File: src/rtl/activation_pkg.sv
// Shared types and helpers for the activation stage.
// Holds the fixed-point width, the 16-bit product/delta and 8-bit activation types,
// the stage state enum, and the clamp / derivative-gating functions so the next layer
// can reuse the same arithmetic.
// Optional feature macro: ACTIVATION_LEAKY_EN (consumed by rtl/activation.sv).
package activation_pkg;

    localparam int unsigned W = 8;

    // Signed Q8.8 product from the node, also used for error and delta.
    typedef logic signed [15:0] prod_t;
    // Unsigned Q0.8 activation.
    typedef logic [W-1:0] act_t;

    typedef enum logic [1:0] {
        StIdle,
        StRes,
        StErr,
        StDel
    } state_t;

    // Saturating clamp of the product into [0, 255].
    function automatic act_t clamp_arg(input prod_t arg);
        act_t res;
        if (arg < prod_t'(0)) begin
            res = '0;
        end else if (arg > prod_t'(255)) begin
            res = '1;
        end else begin
            res = arg[W-1:0];
        end
        return res;
    endfunction

    // Error gated by the activation derivative at the stored argument.
    // Linear region passes the error, saturated region blocks it, negative region
    // blocks it or passes an arithmetically shifted copy when leaky.
    function automatic prod_t gate_delta(input prod_t arg, input prod_t err,
                                         input logic leaky, input logic [3:0] shift);
        prod_t res;
        res = '0;
        if (arg < prod_t'(0)) begin
            if (leaky) begin
                res = err >>> shift;
            end
        end else if (arg <= prod_t'(255)) begin
            res = err;
        end
        return res;
    endfunction

endpackage

File: src/rtl/activation_if.sv
// Handshake bundle between a node, its activation stage and the next layer.
// Channels: argument (node -> stage), result (stage -> next layer),
// error (next layer -> stage), delta (stage -> node), plus the train mode bit.
// Modports: slave = activation stage view, master = environment view.
interface activation_if;
    import activation_pkg::*;

    logic  train;
    logic  argument_valid;
    prod_t argument_data;
    logic  argument_ready;
    logic  result_valid;
    act_t  result_data;
    logic  result_ready;
    logic  error_valid;
    prod_t error_data;
    logic  error_ready;
    logic  delta_valid;
    prod_t delta_data;
    logic  delta_ready;

    modport slave (
        input  train,
        input  argument_valid,
        input  argument_data,
        output argument_ready,
        output result_valid,
        output result_data,
        input  result_ready,
        input  error_valid,
        input  error_data,
        output error_ready,
        output delta_valid,
        output delta_data,
        input  delta_ready
    );

    modport master (
        output train,
        output argument_valid,
        output argument_data,
        input  argument_ready,
        input  result_valid,
        input  result_data,
        output result_ready,
        output error_valid,
        output error_data,
        input  error_ready,
        input  delta_valid,
        input  delta_data,
        output delta_ready
    );

endinterface

File: src/rtl/activation.sv
// Per-node activation stage downstream of a node MAC.
// Forward: clamps the signed Q8.8 product to an unsigned Q0.8 activation.
// Training: gates the returned error by the activation derivative at the stored
// argument and hands the resulting delta back to the node.
// Ports:
//   clock - clock
//   reset - synchronous, active-high
//   bus   - activation_if.slave (argument/result/error/delta handshakes, train)
// Parameter LEAK: right shift applied to error in the negative region (1..15).
// Macro ACTIVATION_LEAKY_EN: when defined the negative region passes error >>> LEAK,
// otherwise it yields zero.
module activation
    import activation_pkg::*;
#(
    parameter int unsigned LEAK = 3
) (
    input logic        clock,
    input logic        reset,
    activation_if.slave bus
);

`ifdef ACTIVATION_LEAKY_EN
    localparam logic LeakyEn = 1'b1;
`else
    localparam logic LeakyEn = 1'b0;
`endif
    localparam logic [3:0] LeakShift = 4'(LEAK);

    state_t state_q, state_d;
    prod_t  arg_q, arg_d;
    act_t   result_q, result_d;
    prod_t  delta_q, delta_d;

    always_ff @(posedge clock) begin
        if (reset) begin
            state_q  <= StIdle;
            arg_q    <= '0;
            result_q <= '0;
            delta_q  <= '0;
        end else begin
            state_q  <= state_d;
            arg_q    <= arg_d;
            result_q <= result_d;
            delta_q  <= delta_d;
        end
    end

    always_comb begin
        state_d  = state_q;
        arg_d    = arg_q;
        result_d = result_q;
        delta_d  = delta_q;
        unique case (state_q)
            StIdle: begin
                if (bus.argument_valid) begin
                    arg_d    = bus.argument_data;
                    result_d = clamp_arg(bus.argument_data);
                    state_d  = StRes;
                end
            end
            StRes: begin
                // train is only meaningful at the result handshake.
                if (bus.result_ready) begin
                    state_d = bus.train ? StErr : StIdle;
                end
            end
            StErr: begin
                if (bus.error_valid) begin
                    delta_d = gate_delta(arg_q, bus.error_data, LeakyEn, LeakShift);
                    state_d = StDel;
                end
            end
            StDel: begin
                if (bus.delta_ready) begin
                    state_d = StIdle;
                end
            end
            default: state_d = StIdle;
        endcase
    end

    // Readies and valids are pure decodes of the state register.
    assign bus.argument_ready = (state_q == StIdle);
    assign bus.result_valid   = (state_q == StRes);
    assign bus.error_ready    = (state_q == StErr);
    assign bus.delta_valid    = (state_q == StDel);
    assign bus.result_data    = result_q;
    assign bus.delta_data     = delta_q;

endmodule

File: src/flat_wrapper.sv
// flat-port wrapper written by rule: the top's interface ports become plain ports
module activation_flat import activation_pkg::*;
#(
    parameter int unsigned LEAK = 3
)
  (clock, reset, bus_train, bus_argument_valid, bus_argument_data, bus_argument_ready, bus_result_valid, bus_result_data, bus_result_ready, bus_error_valid, bus_error_data, bus_error_ready, bus_delta_valid, bus_delta_data, bus_delta_ready);
  activation_if bus_i ();
  input logic clock;
  input logic reset;
  input wire logic [$bits(bus_i.train)-1:0] bus_train;
  input wire logic [$bits(bus_i.argument_valid)-1:0] bus_argument_valid;
  input wire logic [$bits(bus_i.argument_data)-1:0] bus_argument_data;
  output wire logic [$bits(bus_i.argument_ready)-1:0] bus_argument_ready;
  output wire logic [$bits(bus_i.result_valid)-1:0] bus_result_valid;
  output wire logic [$bits(bus_i.result_data)-1:0] bus_result_data;
  input wire logic [$bits(bus_i.result_ready)-1:0] bus_result_ready;
  input wire logic [$bits(bus_i.error_valid)-1:0] bus_error_valid;
  input wire logic [$bits(bus_i.error_data)-1:0] bus_error_data;
  output wire logic [$bits(bus_i.error_ready)-1:0] bus_error_ready;
  output wire logic [$bits(bus_i.delta_valid)-1:0] bus_delta_valid;
  output wire logic [$bits(bus_i.delta_data)-1:0] bus_delta_data;
  input wire logic [$bits(bus_i.delta_ready)-1:0] bus_delta_ready;
  assign bus_i.train = bus_train;
  assign bus_i.argument_valid = bus_argument_valid;
  assign bus_i.argument_data = bus_argument_data;
  assign bus_argument_ready = bus_i.argument_ready;
  assign bus_result_valid = bus_i.result_valid;
  assign bus_result_data = bus_i.result_data;
  assign bus_i.result_ready = bus_result_ready;
  assign bus_i.error_valid = bus_error_valid;
  assign bus_i.error_data = bus_error_data;
  assign bus_error_ready = bus_i.error_ready;
  assign bus_delta_valid = bus_i.delta_valid;
  assign bus_delta_data = bus_i.delta_data;
  assign bus_i.delta_ready = bus_delta_ready;
  activation #(.LEAK(LEAK)) u_core (.clock(clock), .reset(reset), .bus(bus_i));
endmodule
File: config.mk
export PLATFORM = sky130hd
export DESIGN_NAME = activation_flat
export DESIGN_NICKNAME = d
export VERILOG_FILES = /design/src/rtl/activation_pkg.sv /design/src/rtl/activation_if.sv /design/src/rtl/activation.sv /design/src/flat_wrapper.sv
export SDC_FILE = /design/constraint.sdc
export NUM_CORES = 1
export LEC_CHECK = 0
export BUFFER_PORTS_ARGS = -buffer_cell sky130_fd_sc_hd__buf_2
export CORE_MARGIN = 1
export CORE_UTILIZATION = 46
export DETAILED_ROUTE_END_ITERATION = 7
export GPL_TIMING_DRIVEN = 0
export PLACE_DENSITY = 0.85
export SKIP_LAST_GASP = 1
export SYNTH_ARGS = -nofsm -noshare
export SYNTH_HDL_FRONTEND = slang
export SYNTH_SLANG_ARGS = --single-unit
export TNS_END_PERCENT = 1
File: constraint.sdc
create_clock -name clock -period 4.94 [get_ports clock]
set_clock_uncertainty 0.2 [all_clocks]
set_input_delay 0.494 -clock clock [delete_from_list [all_inputs] [get_ports clock]]
set_output_delay 0.494 -clock clock [all_outputs]
set_load 0.01 [all_outputs]
==> metrics.md, run 1 <==
| Metric | Value |
|---|---|
| Sequential Power Share | 51.7% |
| Layout cells sized above 1 | 39.7% |
| DR WL/cell | 13.5 µm |
| Number of global-route vias before repair | 1075 |
| Ys Warns | 0 |
| Slew Viols, Final | 0 |
| DRT Pass-1 Iters | 4 |
| Post-layout min period | 1880 ps |
| Post-synth top area cell | dfxtp_1 |
| Max transition margin | 54.9% |
| Routed Antenna Nets | 0 |
| I/O pin count | 67 |
| P_sw | 0.000140 W |
| Comb pwr share | 12.8% |
| # fillers | 223 |
| Ys flop type | dfxtp_1 |
| Final Wtd Congestion | 0.773 |
| Final net count | 242 |
| Mapped Cells | 133 |
| Largest net degree at the start of global routing | 12 |
| Mapped Nets | 172 |
| Hold crit path type | primary input to register |
| Vias | 1241 |
| CTS H-Tree Depth | 2 |
| Outcome | complete, no violations |
| Number of vias per cell | 5.30 |
| Worst EP arrival | 1190 ps |
| Post-route design area | 1730 µm² |
| HPWL after DPL | 2.39 mm |
| Count leader, synth | dfxtp_1 |
| Final Routed Wirelength | 3.17 mm |
| Setup bufs post-CTS | 0 |
| Commonest cells in the netlist | dfxtp_1 (34), nand2_1 (25), a22o_1 (24), a21oi_1 (9), nor4_1 (9) |
| Die width | 55.1 µm |
| Seq/Total Area, Yosys | 52.5% |
| Final period utilization | 38.1% |
| Gr ovfl total | 0 |
| Power density over the cells | 327 nW/µm² |
| Clock sink count | 34 |
| Core Rows | 18 |
| CTS tree | yes |
| Die Y | 55.1 µm |
| Crit-path max cell delay | 350 ps |
| Hold Violations, Final | 0 |
| Sw Ratio | 24.9% |
| RR Endpoint | u_core.bus.delta_data[2] |
| Antenna diodes | 0 |
| Worst min-delay path startpoint | bus_delta_ready |
| Startpoint class of the critical path | register |
| Final setup violation count | 0 |
| Root buf cell | clkbuf_4 |
| R2R setup slack | 3210 ps |
| DP Area | 1650 µm² |
| CP Cell Sequence | buf_2 -> and2_1 -> buf_2 |
| Peak Freq | 531 MHz |
| GR Util All Layers | 22.3% |
| Largest cells by area after synthesis | dfxtp_1 (53%), a22o_1 (16%), nand2_1 (7.2%) |
| Clock Power Share | 35.5% |
| R2R cell count | 6 |
| Slowest stage cell, crit path | dfxtp_1 |
| Clock Latency Late Sink | 340 ps |
| Worst-margin pin slew | 672 ps |
| Syn_area_per_cell | 9.75 µm² |
| Initial Utilization | 50.5% |
| Post-synth EDFFs | 0 |
| Initial DRC count | 31 |
| Max FO, Critical Path | 10 |
| Max VDD drop | 0.311 mV |
| CTS buffer count | 5 |
| Unique masters post-synth | 22 |
| Synth Register Bits | 34 |
| Pint | 0.000424 W |
| Critical Path RT | 4250 ps |
| Hold_buf cts | 0 |
| Lkg Pwr | 0.826 nW |
| CP Capture Type | output pin |
| Core area | 2570 µm² |
| RSZ-0062 raised after global routing | false |
| Most used cell, CP | buf_2 |
| Area share of the largest cell type after synthesis | 52.5% |
| Synthesis-to-layout area growth | 33.2% |
| Residual DRC count | 0 |
| Max clock buf depth | 2 |
| Worst-path clk slew | 100 ps |
| Initial antenna violation count | 0 |
| First-pass GRT wire length | 4.62 mm |
| Ys async rst share | 0% |
| Mapped Area | 1300 µm² |
| Critical path type | register to output pin |
| Max-cap violations | 0 |
| Die area | 3030 µm² |
| Post-CTS resize count | 0 |
| # port buffers | 63 |
| Hold Crit Depth | 2 |
| Final TNS setup | 0 ps |
[cell usage in the layout (no fill, tap or decap)]
master,Yosys,layout
a31oi_1,1,1
o211ai_1,1,1
nor2b_1,2,2
or3b_1,1,1
clkbuf_1,6,6
bufinv_16,0,1
a21oi_1,9,9
nor3_1,1,1
nor3_4,1,1
nor2_1,5,5
clkinv_2,0,2
nor4_1,9,9
dfxtp_1,34,34
and3b_1,1,1
and2_1,1,1
nor4_2,1,1
and4_1,1,1
nor3b_2,1,1
clkbuf_4,0,5
nand2_1,25,25
buf_6,2,2
a211o_1,1,1
a22o_1,24,24
a211oi_1,1,1
buf_2,5,68
[critical path, delay by kind of cell, from the launching register on]
family | cells | cell delay (ps)
flip-flops | 1 | 350
buffers and inverters | 2 | 340
AND/OR/NAND/NOR | 1 | 160
[layout make-up]
| type | instances | area (µm²) | share of cell area (%) |
|---|---|---|---|
| clock inverter | 3 | 40.0 | 2.32 |
| multi-input combinational | 86 | 546 | 31.6 |
| tap | 30 | 37.5 | 2.17 |
| buffer | 13 | 70.1 | 4.06 |
| clock buffer | 5 | 37.5 | 2.17 |
| timing repair buffer | 63 | 315 | 18.3 |
| sequential | 34 | 681 | 39.4 |
[sequential cells by signal, summed over array words and instances, names as in the netlist, named ones only]
register and flops:
u_core.bus.delta_data 16, u_core.arg_q 8, u_core.bus.result_data 8, u_core.state_q 1
[kinds of logic after synthesis]
kind of cell,synth area share (%)
buffers and inverters,5.40
and+or+nand+nor,20.1
AOI/OAI and AO/OA,22.0
DFF,52.5
[through the flow]
| stage | util, % | hold slack (ps) | std cells | total power, W | worst slack (ps) |
|---|---|---|---|---|---|
| 2_1_floorplan | - | 236 | 133 | 0.000337 | 3290 |
| 3_3_place_gp | 64.2 | 243 | 226 | 0.000366 | 3050 |
| 3_5_place_dp | 64.2 | 246 | 226 | 0.000370 | 2990 |
| 4_1_cts | 67.3 | 138 | 234 | 0.000569 | 3050 |
| 5_1_grt | 67.3 | 135 | 234 | 0.000590 | 2930 |
| 6_report | 67.3 | 150 | 234 | 0.000564 | 3060 |
[power groups by stage]
stage / sequential [W] / clock (W) / combinational, W
2_1_floorplan: 0.000299 / 0 / 0.0000377
3_3_place_gp: 0.000297 / 0 / 0.0000688
3_5_place_dp: 0.000298 / 0 / 0.0000717
4_1_cts: 0.000292 / 0.000205 / 0.0000724
5_1_grt: 0.000293 / 0.000217 / 0.0000801
6_report: 0.000292 / 0.000200 / 0.0000722
[per-layer routing]
metal	vias up	GRT usage [%]	routed length, µm
li1	621	-	-
met1	569	23.4	1320
met2	48	40.8	1590
met3	3	8.47	245
met4	0	7.08	16
met5	-	0	0
[worst max path at each step]
stage / end / cells past startpoint / slack, ps / from
2_1_floorplan: u_core.bus.delta_data[0] / 5 / 3290 / bus_error_valid
3_3_place_gp: u_core.bus.result_data[6] / 4 / 3050 / bus_argument_data[11]
3_5_place_dp: u_core.bus.result_data[6] / 4 / 2990 / bus_argument_data[11]
4_1_cts: bus_delta_valid / 3 / 3050 / u_core.state_q[0]
5_1_grt: bus_delta_valid / 3 / 2930 / u_core.state_q[0]
6_report: bus_delta_valid / 3 / 3060 / u_core.state_q[0]
Power figures use the tool's default switching activity.
==> run 2, diff against run 1 <==
--- a/config.mk
+++ b/config.mk
@@ -7,10 +7,10 @@
 export LEC_CHECK = 0
 export BUFFER_PORTS_ARGS = -buffer_cell sky130_fd_sc_hd__buf_2
 export CORE_MARGIN = 1
-export CORE_UTILIZATION = 46
+export CORE_UTILIZATION = 43
 export DETAILED_ROUTE_END_ITERATION = 7
 export GPL_TIMING_DRIVEN = 0
-export PLACE_DENSITY = 0.85
+export PLACE_DENSITY = 0.81
 export SKIP_LAST_GASP = 1
 export SYNTH_ARGS = -nofsm -noshare
 export SYNTH_HDL_FRONTEND = slang
==> constraint.sdc (replaced) <==
create_clock -name clock -period 1.94 [get_ports clock]
set_clock_uncertainty 0.2 [all_clocks]
set_input_delay 0.194 -clock clock [delete_from_list [all_inputs] [get_ports clock]]
set_output_delay 0.194 -clock clock [all_outputs]
set_load 0.01 [all_outputs]
==> metrics.md, run 2 (synthesis results as in run 1) <==
| Metric | Value |
|---|---|
| Met2 wire length | 1.98 mm |
| I/O pin count | 67 |
| Core Rows | 19 |
| Hold Violations, Final | 0 |
| Worst-path clk slew | 90 ps |
| Hold Crit Depth | 3 |
| RSZ-0062 raised after global routing | false |
| Final Routed Wirelength | 3.71 mm |
| Worst EP arrival | 1720 ps |
| # port buffers | 63 |
| Final TNS setup | 0 ps |
| Max reg flops | 16 |
| Layout cells sized above 1 | 33.9% |
| Die Y | 56.9 µm |
| CP Capture Type | register |
| Placed Cells | 227 |
| Failing checks | DRC |
| Gr ovfl total | 0 |
| Max FO, Critical Path | 10 |
| R2R setup slack | 240 ps |
| Vias | 1373 |
| Critical path type | register to register |
| R2R cell count | 6 |
| Routed Antenna Nets | 0 |
| Clock Power Share | 27.5% |
| First-pass GRT wire length | 6.09 mm |
| CTS H-Tree Depth | 2 |
| Residual DRC count | 9 |
| Final period utilization | 87.8% |
| DP Area | 1650 µm² |
| WL met3 | 189 µm |
| Post-route design area | 2020 µm² |
| Die area | 3240 µm² |
| Startpoint class of the critical path | register |
| Number of vias per cell | 5.20 |
| Most frequent cells in the layout | buf_2 (68), dfxtp_1 (34), dlygate4sd3_1 (31) |
| Critical Path RT | 1950 ps |
| CTS buffer count | 5 |
| Power density over the cells | 669 nW/µm² |
| Post-layout min period | 1700 ps |
| Final cell count without fillers | 264 |
| Outcome | finished, violations left |
| Hold crit path type | primary input to register |
| Initial Utilization | 46.2% |
| Final net count | 273 |
| Most common cell after layout, fill and taps aside | buf_2 |
| Synthesis-to-layout area growth | 55.9% |
| Max clock buf depth | 2 |
| Initial DRC count | 47 |
| DR WL/cell | 14.0 µm |
| Pint | 0.00102 W |
| Final setup violation count | 0 |
| P_sw | 0.000335 W |
| Multi-input gate area | 554 µm² |
| Worst-margin pin slew | 557 ps |
| Sw Ratio | 24.8% |
| GR Util All Layers | 24.7% |
| # fillers | 220 |
| Peak Freq | 587 MHz |
| Largest net degree at the start of global routing | 11 |
| HPWL after DPL | 2.29 mm |
| Antenna diodes | 0 |
| FF/Latch Area | 681 µm² |
| CTS tree | yes |
| Max VDD drop | 0.357 mV |
| Sequential Power Share | 54.9% |
| Die width | 56.9 µm |
| Max transition margin | 62.8% |
| Final hold slack | 35.3 ps |
| WL met1 | 1.45 mm |
| Clock Latency Late Sink | 320 ps |
| Max-cap violations | 0 |
| Top sig layer | met4 |
| DRT Pass-1 Iters | 6 |
| Final Wtd Congestion | 0.757 |
| Clock sink count | 34 |
| Slew Viols, Final | 0 |
| Number of global-route vias before repair | 1355 |
| Core area | 2810 µm² |
| Root buf cell | clkbuf_4 |
| Lkg Pwr | 0.942 nW |
| Initial antenna violation count | 0 |
| Comb pwr share | 17.7% |
-- run 2: final cells by class --
class,count,area share [%]
flip-flops and latches,34,33.7
plain buffers,13,3.47
repair buffers,94,31.0
multi-input cells,86,27.4
clock buffers,6,2.54
well taps,31,1.92
-- run 2: per-stage QoR --
| step | power [W] | util, % | worst slack, ps |
|---|---|---|---|
| final | 0.00135 | 72.0 | 237 |
| after CTS | 0.00136 | 71.7 | 133 |
| after floorplan | 0.000858 | - | 349 |
| after global routing | 0.00143 | 72.0 | 121 |
| after detailed placement | 0.000941 | 58.8 | 255 |
| after global placement | 0.000931 | 58.8 | 284 |
-- run 2: power by group through the flow --
stage	clock, W	combinational [W]	sequential, W
floorplan	0	0.0000961	0.000762
global placement	0	0.000175	0.000755
detailed placement	0	0.000183	0.000758
CTS	0.000385	0.000232	0.000742
global route	0.000423	0.000260	0.000745
finish	0.000371	0.000239	0.000741
-- run 2: timing repair --
item,CTS,global route
endpoints found under the setup margin,0,1
buffers inserted,0,0
endpoints found under the hold margin,31,0
hold buffers,31,0
resized for setup,0,1
-- run 2: worst max-delay path, stage by stage, from the launching register on --
cell     delay (ps)
dfxtp_1         320
buf_6           130
and3b_1         190
and4_1          180
buf_2           150
buf_2           180
a22o_1          250
-- run 2: path summary, 6_finish.rpt --
kind                                        from                       end
worst max-delay path                    register  u_core.bus.delta_data[1]
worst min-delay path                   bus_train                  register
worst max register to register          register  u_core.bus.delta_data[1]
worst min register to register  u_core.arg_q[10]          u_core.arg_q[10]
-- run 2: routing by layer --
metal	global-route usage, %	up-vias
met5	0	-
met4	8.01	0
met3	7.14	9
met2	45.0	50
met1	27.3	629
li1	-	685
==> run 3, diff against run 2 <==
==> constraint.sdc (replaced) <==
create_clock -name clock -period 1.8 [get_ports clock]
set_clock_uncertainty 0.2 [all_clocks]
set_input_delay 0.18 -clock clock [delete_from_list [all_inputs] [get_ports clock]]
set_output_delay 0.18 -clock clock [all_outputs]
set_load 0.01 [all_outputs]
==> metrics.md, run 3 (synthesis results as in run 1) <==
| Metric | Value |
|---|---|
| Final Wtd Congestion | 0.757 |
| Die Y | 56.9 µm |
| Clock sink count | 34 |
| Vias | 1372 |
| HPWL after DPL | 2.29 mm |
| Global routing usage on met1 | 27.3% |
| Critical path type | register to register |
| Max VDD drop | 0.389 mV |
| DR WL/cell | 14.0 µm |
| GRT Max-Usage Layer | met2 |
| Failing checks | DRC |
| Routed Antenna Nets | 0 |
| DRT Pass-1 Iters | 6 |
| CTS tree | yes |
| Worst min-delay path startpoint | bus_error_valid |
| Core Rows | 19 |
| Number of vias per cell | 5.18 |
| CP Capture Type | register |
| Worst EP arrival | 1720 ps |
| CP Cell Sequence | buf_6 -> and3b_1 -> and4_1 -> buf_2 -> buf_2 -> a22o_1 |
| Layout cells sized above 1 | 33.8% |
| Critical Path RT | 1810 ps |
| Final Routed Wirelength | 3.70 mm |
| GRT met3 Usage | 7.14% |
| Hold Violations, Final | 0 |
| Most frequent cells in the layout | buf_2 (68), dfxtp_1 (34), dlygate4sd3_1 (32) |
| Slew Viols, Final | 0 |
| Outcome | finished, violations left |
| RSZ-0062 raised after global routing | true |
| Dpl ws | 115 ps |
| Final TNS setup | 0 ps |
| Clock Latency Late Sink | 320 ps |
| Power density over the cells | 718 nW/µm² |
| Most common cell after layout, fill and taps aside | buf_2 |
| Final period utilization | 94.6% |
| Met2 usage | 45.0% |
| Crit-path max cell delay | 320 ps |
| Root buf cell | clkbuf_4 |
| Initial DRC count | 56 |
| CTS H-Tree Depth | 2 |
| Initial antenna violation count | 0 |
| Peak Freq | 587 MHz |
| Startpoint class of the critical path | register |
| Max clock buf depth | 2 |
| # port buffers | 63 |
| Synthesis-to-layout area growth | 56.7% |
| GR Util All Layers | 24.7% |
| Residual DRC count | 9 |
| Max FO, Critical Path | 10 |
| Antenna diodes | 0 |
| I/O pin count | 67 |
| Post-layout min period | 1700 ps |
| Max-cap violations | 0 |
| Slowest stage cell, crit path | dfxtp_1 |
| R2R setup slack | 100 ps |
| Worst-margin pin slew | 560 ps |
| Core area | 2810 µm² |
| Lkg Pwr | 0.949 nW |
| Hold crit path type | primary input to register |
| Max transition margin | 62.5% |
| Most used cell, CP | buf_2 |
| Die width | 56.9 µm |
| Initial Utilization | 46.2% |
| Die area | 3240 µm² |
| CP top delay family | buffers and inverters |
| Final worst slack | 97.4 ps |
| First-pass GRT wire length | 6.09 mm |
| Max reg flops | 16 |
| Number of global-route vias before repair | 1355 |
| Worst-path clk slew | 90 ps |
| Final setup violation count | 0 |
| Final net count | 274 |
| Largest net degree at the start of global routing | 11 |
| Buffers & Inverters on Critical Path | 3 |
| # fillers | 219 |
| CTS buffer count | 5 |
| Gr ovfl total | 0 |
## run 3: cell types whose count changed in the layout (fill, tap and decap cells not counted), sizes merged
| cell | delta |
|---|---|
| dlygate4sd3 | +1 |
## run 3: layer usage
metal	routed length [µm]	up-vias	share of wire, %
met5	0	-	0
met4	89	0	2.4
met3	191	9	5.2
met2	1990	52	54
met1	1430	625	39
li1	-	686	-
## run 3: worst paths after layout
check | depth (start not counted) | to
setup / recovery | 6 | u_core.bus.delta_data[1]
hold / removal | 3 | u_core.state_q[0]
setup reg to reg | 6 | u_core.bus.delta_data[1]
hold reg to reg | 2 | u_core.arg_q[15]
## run 3: final cells by class
type                       count  area [µm²]  share of cell area, %
clock buffer                   6        51.3                   2.53
sequential                    34         681                   33.5
tap                           31        38.8                   1.91
buffer                        13        70.1                   3.45
timing repair buffer          95         636                   31.3
multi-input combinational     86         554                   27.3
## run 3: through the flow
stage / instances / area (µm²) / hold WS (ps) / util [%] / power [W]
2_1_floorplan: 133 / 1300 / 76.7 / - / 0.000925
3_3_place_gp: 227 / 1650 / 185 / 58.8 / 0.00100
3_5_place_dp: 227 / 1650 / 189 / 58.8 / 0.00101
4_1_cts: 265 / 2020 / 2.74 / 72.1 / 0.00147
5_1_grt: 265 / 2030 / 15.3 / 72.4 / 0.00154
6_report: 265 / 2030 / 24.8 / 72.4 / 0.00146
## run 3: power by group
group / internal (W) / total, W / switching (W)
Combinational: 0.000137 / 0.000259 / 0.000121
Sequential: 0.000783 / 0.000799 / 0.0000157
Clock: 0.000176 / 0.000400 / 0.000224
Total: 0.00110 / 0.00146 / 0.000361
## run 3: timing repair
action                                  in CTS  in global routing
hold buffers                                32                  0
hold endpoints to repair                    31                  0
buffers inserted                             0                  0
resized for setup                            0                  1
endpoints found under the setup margin       0                 15
## run 3: worst reg2reg max path, cell delays in order (launching register included)
cell	delay [ps]
dfxtp_1	320
buf_6	130
and3b_1	190
and4_1	180
buf_2	150
buf_2	180
a22o_1	250
